<file path="src/rtl/fetch_unit.sv">
// fetch_unit: instruction fetch stage for the 24-bit RISC core.
// Owns the program counter, tracks the one-cycle instruction memory read
// latency and buffers fetched {instruction, pc} pairs in a small skid FIFO
// that feeds decode over a valid/ready handshake.
// Optional feature: define FETCH_PERF_EN to add the perf_fetched/perf_stall
// counter ports.
module fetch_unit #(
    parameter logic [23:0] RESET_PC = 24'd0,
    parameter logic [23:0] PC_STEP  = 24'd3,
    parameter int          DEPTH    = 2
) (
    input  logic        clk,
    input  logic        rst,
    output logic [23:0] pc,
    input  logic [23:0] inst,
    input  logic        redirect,
    input  logic [23:0] redirect_pc,
    output logic        if_valid,
    input  logic        if_ready,
    output logic [23:0] if_inst,
    output logic [23:0] if_pc
`ifdef FETCH_PERF_EN
    ,
    output logic [31:0] perf_fetched,
    output logic [31:0] perf_stall
`endif
);

    localparam int CW = $clog2(DEPTH + 1);
    localparam int PW = (DEPTH > 1) ? $clog2(DEPTH) : 1;

    logic [23:0]   pc_q;
    logic          inflight;
    logic [23:0]   fifo_inst [DEPTH];
    logic [23:0]   fifo_pc   [DEPTH];
    logic [PW-1:0] head;
    logic [PW-1:0] tail;
    logic [CW-1:0] count;
    logic [23:0]   hold_inst;
    logic [23:0]   hold_pc;
    logic          pop;
    logic          push;
    logic          issue;
    logic [31:0]   occupancy;
    logic [31:0]   limit;

    // Circular pointer advance that also works for non-power-of-two depths.
    function automatic logic [PW-1:0] next_ptr(input logic [PW-1:0] p);
        if (32'(p) == 32'(DEPTH - 1)) begin
            next_ptr = '0;
        end else begin
            next_ptr = p + PW'(1);
        end
    endfunction

    assign if_valid = (count != '0);
    assign if_inst  = if_valid ? fifo_inst[head] : hold_inst;
    assign if_pc    = if_valid ? fifo_pc[head]   : hold_pc;

    // Handshake decode and the issue decision: a new address may be sent only
    // if the word it returns is guaranteed a FIFO slot, counting this cycle's pop.
    always_comb begin
        pop       = if_valid & if_ready;
        push      = inflight & ~redirect;
        occupancy = 32'(count) + 32'(inflight);
        limit     = 32'(DEPTH) + 32'(pop);
        issue     = ~redirect & (occupancy < limit);
    end

    // Program counter and in-flight tracking; redirect overrides normal issue.
    always_ff @(posedge clk) begin
        if (rst) begin
            pc       <= RESET_PC;
            pc_q     <= '0;
            inflight <= 1'b0;
        end else if (redirect) begin
            pc       <= redirect_pc;
            inflight <= 1'b0;
        end else if (issue) begin
            pc       <= pc + PC_STEP;
            pc_q     <= pc;
            inflight <= 1'b1;
        end else begin
            inflight <= 1'b0;
        end
    end

    // FIFO pointers and occupancy; a redirect discards everything buffered.
    always_ff @(posedge clk) begin
        if (rst || redirect) begin
            head  <= '0;
            tail  <= '0;
            count <= '0;
        end else begin
            if (push) begin
                tail <= next_ptr(tail);
            end
            if (pop) begin
                head <= next_ptr(head);
            end
            if (push && !pop) begin
                count <= count + CW'(1);
            end else if (pop && !push) begin
                count <= count - CW'(1);
            end
        end
    end

    // FIFO storage: the memory word returned this cycle is paired with its address.
    always_ff @(posedge clk) begin
        if (push) begin
            fifo_inst[tail] <= inst;
            fifo_pc[tail]   <= pc_q;
        end
    end

    // Remember the last head shown so the outputs hold while the FIFO is empty.
    always_ff @(posedge clk) begin
        if (rst) begin
            hold_inst <= '0;
            hold_pc   <= '0;
        end else if (if_valid) begin
            hold_inst <= fifo_inst[head];
            hold_pc   <= fifo_pc[head];
        end
    end

`ifdef FETCH_PERF_EN
    // Performance counters survive redirects and wrap naturally at 2^32.
    always_ff @(posedge clk) begin
        if (rst) begin
            perf_fetched <= '0;
            perf_stall   <= '0;
        end else begin
            if (pop) begin
                perf_fetched <= perf_fetched + 32'd1;
            end
            if (if_valid && !if_ready) begin
                perf_stall <= perf_stall + 32'd1;
            end
        end
    end
`endif

    // The issue rule must keep the FIFO from ever overflowing.
    no_overflow: assert property (@(posedge clk) disable iff (rst)
        !(push && !pop && (32'(count) == 32'(DEPTH))));

endmodule

</file>
<file path="config.mk">
export PLATFORM = sky130hd
export DESIGN_NAME = fetch_unit
export DESIGN_NICKNAME = d
export VERILOG_FILES = /design/src/rtl/fetch_unit.sv
export SDC_FILE = /design/constraint.sdc
export NUM_CORES = 1
export LEC_CHECK = 0
export ABC_CLOCK_PERIOD_IN_PS = 3600
export BUFFER_PORTS_ARGS = -buffer_cell sky130_fd_sc_hd__buf_2
export CELL_PAD_IN_SITES_DETAIL_PLACEMENT = 2
export CELL_PAD_IN_SITES_GLOBAL_PLACEMENT = 2
export CORE_ASPECT_RATIO = 0.6
export CORE_MARGIN = 10
export CORE_UTILIZATION = 30
export DETAILED_ROUTE_END_ITERATION = 8
export PLACE_DENSITY = 0.71
export SLEW_MARGIN = 20
export SYNTH_ARGS = -nofsm -noshare
export SYNTH_HDL_FRONTEND = slang
export SYNTH_SLANG_ARGS = --single-unit
</file>
<file path="constraint.sdc">
create_clock -name clk -period 3.6 [get_ports clk]
set_input_delay 0.18 -clock clk [delete_from_list [all_inputs] [get_ports clk]]
set_output_delay 0.18 -clock clk [all_outputs]
set_load 0.05 [all_outputs]
</file>
### After elaboration in Yosys (flattened, before gate mapping)

Memories as Yosys holds them, arrays and structs flattened. A register that Yosys moved wholly into a read port is not among the register bits.
Index checks and enable logic that the tools add are counted.

| storage, ports and cells | value |
|---|---|
| memory bits (writable) | 96 |
| logic and storage cells | 47 |
| bits of input ports | 52 |
| output and inout bits | 73 |
| memories kept | 2 |
| flip-flop bits (word level) | 101 |

| cells by class | value |
|---|---|
| reductions and logical operators | 10 |
| order comparisons | 1 |
| add/subtract/negate cells | 7 |
| muxes and demuxes | 15 |
| bitwise operators | 4 |

Memories:

| memory | words | width | rd ports | clocked after Yosys merged registers in | write ports | RTL line | RTL |
|---|---|---|---|---|---|---|---|
| fifo_inst | 2 | 24 | 1 | 1 | 1 | 34 | `logic [23:0] fifo_inst [DEPTH];` |
| fifo_pc | 2 | 24 | 1 | 1 | 1 | 35 | `logic [23:0] fifo_pc [DEPTH];` |

Operators by type and width:

| operator | count |
|---|---|
| 2-to-1 mux 24 bit | 4 |
| adder 24 x 2 -> 24 bit, second input constant | 1 |
| 2-to-1 mux 1 bit | 9 |
| nonzero test 2 bit | 3 |
| 2-to-1 mux 2 bit | 2 |
| adder 2 x 1 -> 3 bit | 1 |
| adder 2 x 1 -> 3 bit, first input constant | 1 |
| bitwise AND 1 bit | 3 |
| < comparator 3 bit | 1 |
| adder 1 bit, second input constant | 2 |
| adder 2 x 1 -> 2 bit, second input constant | 1 |
| logical AND 1 bit | 2 |
| logical NOT 1 bit | 2 |
| AND reduction 2 bit | 1 |
| OR reduction 2 bit | 1 |
| subtractor 2 x 1 -> 2 bit, second input constant | 1 |
| logical OR 1 bit | 1 |
| NOT 1 bit | 1 |

### Logic depth before layout (Yosys ltp)

| depth | value |
|---|---|
| depth after elaboration | 7 |
| gate-level depth with buffers | 8 |
| gate-level depth less buffers | 6 |

### Least setup slack after synthesis

Ideal clock, no wire load.

| timing | value |
|---|---|
| kind | flip-flop to flip-flop |
| from | reg inflight |
| to | mem fifo_inst[0][0] (enable) |
| cell stages (with the launch flop) | 3 |
| arrival | 2.699 ns |
| setup time | 0.459 ns |
| required time | 3.141 ns |
| slack | 0.442 ns |
| period minus slack after synthesis | 3.158 ns |
| path buffers | 0 |
| cell sequence | dfxtp_1 nor2b_1 nor2b_1 |

| between the ends | value |
|---|---|
| cells in the longest elaborated chain, start to end | 3 |

RTL lines:

| item | RTL line | RTL |
|---|---|---|
| start, declared | 33 | `logic inflight;` |
| start signal, assigned | 75 | `inflight <= 1'b0;` |
| start signal, assigned | 78 | `inflight <= 1'b0;` |
| start signal, assigned | 82 | `inflight <= 1'b1;` |
| bitwise AND 1 bit | 64 | `push = inflight & ~redirect;` |
| net push | 42 | `logic push;` |
| 2-to-1 mux 1 bit | 111 | `if (push) begin` |
| 2-to-1 mux 1 bit (implied by the code) | 112 | `fifo_inst[tail] <= inst;` |
| end, declared | 34 |  |

The timed path passes the listed nets, and every way through them passes these cells.

### Worst setup path in the final report

| timing | value |
|---|---|
| from | reg count[0] |
| to | out if_pc[20] |

| between the ends | value |
|---|---|
| cells in the longest elaborated chain, start to end | 2 |

RTL lines:

| item | RTL line | RTL |
|---|---|---|
| start, declared | 38 | `logic [CW-1:0] count;` |
| start signal, assigned | 102 | `count <= count + CW'(1);` |
| start signal, assigned | 104 | `count <= count - CW'(1);` |
| nonzero test 2 bit | 56 | `assign if_valid = (count != '0);` |
| 2-to-1 mux 24 bit | -- |  |
| end, declared | 21 | `output logic [23:0] if_pc` |

No other way between the ends.

==> qor.txt <==
Status - completed
Met3 routed WL - 863 um
ANT nets after route - 0
CP Data Arrival Time - 2.36 ns
CP Launch Point - count[0]$_SDFFE_PP0P_
Required @ worst endpoint - 3.42 ns
Period utilization - 0.705
Leakage power - 3.56 nW
Complex-gate fraction of the synthesized area - 0.0955
FF-to-FF Start - count[0]$_SDFFE_PP0P_
Synth unique cells - 38
Max Freq - 394 MHz
# H-tree levels - 4
Max clock buf depth - 2
Worst Max-Slew Pin Slew - 0.985 ns
Synthesized net count - 733
Final wirelength - 21400 um
WL met1 - 9760 um
Initial antenna violation count - 0
Setup Buffers After CTS - 0
Die height - 144 um
Starting DRT DRC Count - 292
Number of global-route vias before repair - 5872
Total gr overflow - 0
Clock transition at path regs - 0.07 ns
CP Launch Type - flop
Placed cells - 1102
Layout fillers - 2664
Port bufs - 124
Setup crit end kind - output port
Logic pwr share - 0.131
Utilization after layout - 0.377
Cells after Synth - 677
Syn Area/Cell - 11.4 um2
Via/cell ratio - 4.64
Pins Over Slew Limit - 0
Placeable Area - 25300 um2
Number of synthesized flops with an enable pin - 96
Root Driver - clkbuf_16
Metal2 WL - 10600 um
Post-cts resize count - 0
Synth Cell Area - 7690 um2
Hold crit path type - input pin to flop
First drt pass iteration count - 4
Setup TNS - 0 ns
Asr flop ratio synth - 0
VDD IR max - 0.300 mV
DR top layer - met4
Proportion of layout cells with a drive suffix above 1 - 0.212
Warnings, synthesis - 0
Initial core utilization - 0.304
Synth Area in Adders - 0.00651
Die Wd - 227 um
Hold Worst Slack - 0.0216 ns
Post-layout net count - 872
Clk_lat worst skew - 0.44 ns
Row Count - 45
HP Start - redirect_pc[23]
First-pass GRT wire length - 33800 um
Max cap viols - 0
Crit Path Class - flop to output port
Total CTS buffers - 17
Die area - 32700 um2
RSZ-0062 raised after global routing - false
Pwr Density - 534 nW/um2
Simple-Gate Fraction of Synth Area - 0.132
Flops & latches, synth - 198
Post-synth top flop - dfxtp_1
Final Setup Violations - 0
Post-Layout Cell Count - 1159
Final hold vios - 0
Routed wire length per instance - 18.5 um
Clock power frac - 0.377
Post-Synth XOR/XNOR Area - 0.0250
Footprint of the multi-input gates - 2510 um2
Min Tclk post-route - 2.54 ns
Setup Skew - 0.00877 ns
Crit-path max FO - 27
Sequential share of power - 0.492
Switching Fraction - 0.267
Vias - 5382
Post-synthesis mux area share - 0.0652
Global-route usage over all layers - 0.135
Main combinational cell family by area after synthesis - simple AND/OR/NAND/NOR gates
Reg area - 4930 um2
Relative slew slack - 0.344
Net switching power - 0.00136 W
Remaining DRCs - 0
RePlAce Congestion - 0.735
P&R area growth vs syn - 23.8%
Dpl hpwl - 14400 um
Seq/Total Area, Yosys - 0.640
Int Pwr - 0.00373 W
PnR Total Power - 0.00508 W
CTS tree - built
Sink Count - 198
Largest net degree at the start of global routing - 80
I/O pins - 125
==> path summary, 6_finish.rpt <==
path,to,slack [ns],cells past startpoint
hold / removal,pc[23]$_SDFFE_PP0P_,0.02,3
setup / recovery,if_pc[20],1.06,5
setup reg to reg,pc_q[12]$_SDFFE_PP0P_,1.16,6
hold reg to reg,fifo_pc[1][1]$_DFFE_PP_,0.46,0
==> per-layer routing <==
metal | vias up | GRT usage
li1 | 2623 | -
met1 | 2681 | 0.165
met2 | 63 | 0.230
met3 | 15 | 0.0378
met4 | 0 | 0.0362
met5 | - | 0
==> stage by stage <==
step                setup WS (ns)  cell area [um2]
finish                       1.06             9520
global route                0.882             9520
CTS                          1.00             9520
detailed placement           1.17             8690
global placement             1.30             8690
floorplan                   0.442             7690
==> cells in the mapped netlist, types with 2 or more instances <==
cell,count,share of area
a21oi_1,48,0.031
buf_1,3,0.0015
buf_2,11,0.0072
clkbuf_1,25,0.012
dfxtp_1,102,0.27
edfxtp_1,96,0.37
ha_1,4,0.0065
inv_1,28,0.014
mux2i_1,49,0.064
nand2_1,103,0.050
nand3_1,7,0.0046
nand4_1,13,0.011
nor2_1,12,0.0059
nor2b_1,50,0.041
nor3_1,3,0.0020
nor4_1,6,0.0049
o21a_1,20,0.020
o21ai_1,49,0.032
o31a_1,7,0.0080
or2_2,2,0.0016
or3_1,2,0.0016
xnor2_1,17,0.019
xor2_1,5,0.0057
==> kinds of logic after synthesis <==
family	after synthesis
muxes	50
AOI/OAI and AO/OA	129
DFF	198
adders and majority gates	4
buffers and inverters	68
and+or+nand+nor	206
xor gates and xnor gates	22
==> flip-flops by register name (all words and copies together) (netlist names), named ones only <==
register / cells
count: 2
head: 1
hold_inst: 24
hold_pc: 24
fifo_pc: 48
inflight: 1
fifo_inst: 48
pc: 24
tail: 1
pc_q: 24
==> timing repair <==
| item | CTS | global route |
|---|---|---|
| endpoints found under the setup margin | 0 | 0 |
| hold buffers | 24 | 0 |
| endpoints found under the hold margin | 48 | 0 |
==> layout by cell type, fill, tap and decap left out, types with 5 or more instances in the layout <==
cell type	n
buf_2	123
o21ai_1	49
xor2_1	5
nand3_1	7
edfxtp_1	96
clkbuf_16	17
o31a_1	7
mux2i_1	49
nand4_1	13
buf_4	11
inv_1	28
dlygate4sd3_1	24
xnor2_1	17
o21a_1	20
nor2_1	11
dfxtp_1	101
nor2b_1	49
nand2_1	103
a21oi_1	48
nor4_1	6
==> cell type report <==
class	instances	share of cell area
Sequential cell	198	0.518
Clock buffer	23	0.0512
Tap cell	329	0.0432
Antenna cell	1	0.000263
Timing Repair Buffer	160	0.103
Clock inverter	9	0.0105
Inverter	28	0.0110
Multi-Input combinational cell	411	0.263
==> critical path: stages, from the launching register on <==
cell and delay (ns):
dfxtp_1 0.39, nor2_4 0.56, buf_4 0.33, nand2_1 0.07
o21ai_1 0.21, buf_2 0.34
==> power by group through the flow <==
stage	registers (W)	logic (W)	clock network, W
CTS	0.00250	0.000680	0.00198
detailed placement	0.00255	0.000654	0
finish	0.00250	0.000667	0.00192
floorplan	0.00260	0.000392	0
global route	0.00251	0.000726	0.00207
global placement	0.00255	0.000640	0
Power figures use the tool's default switching activity.
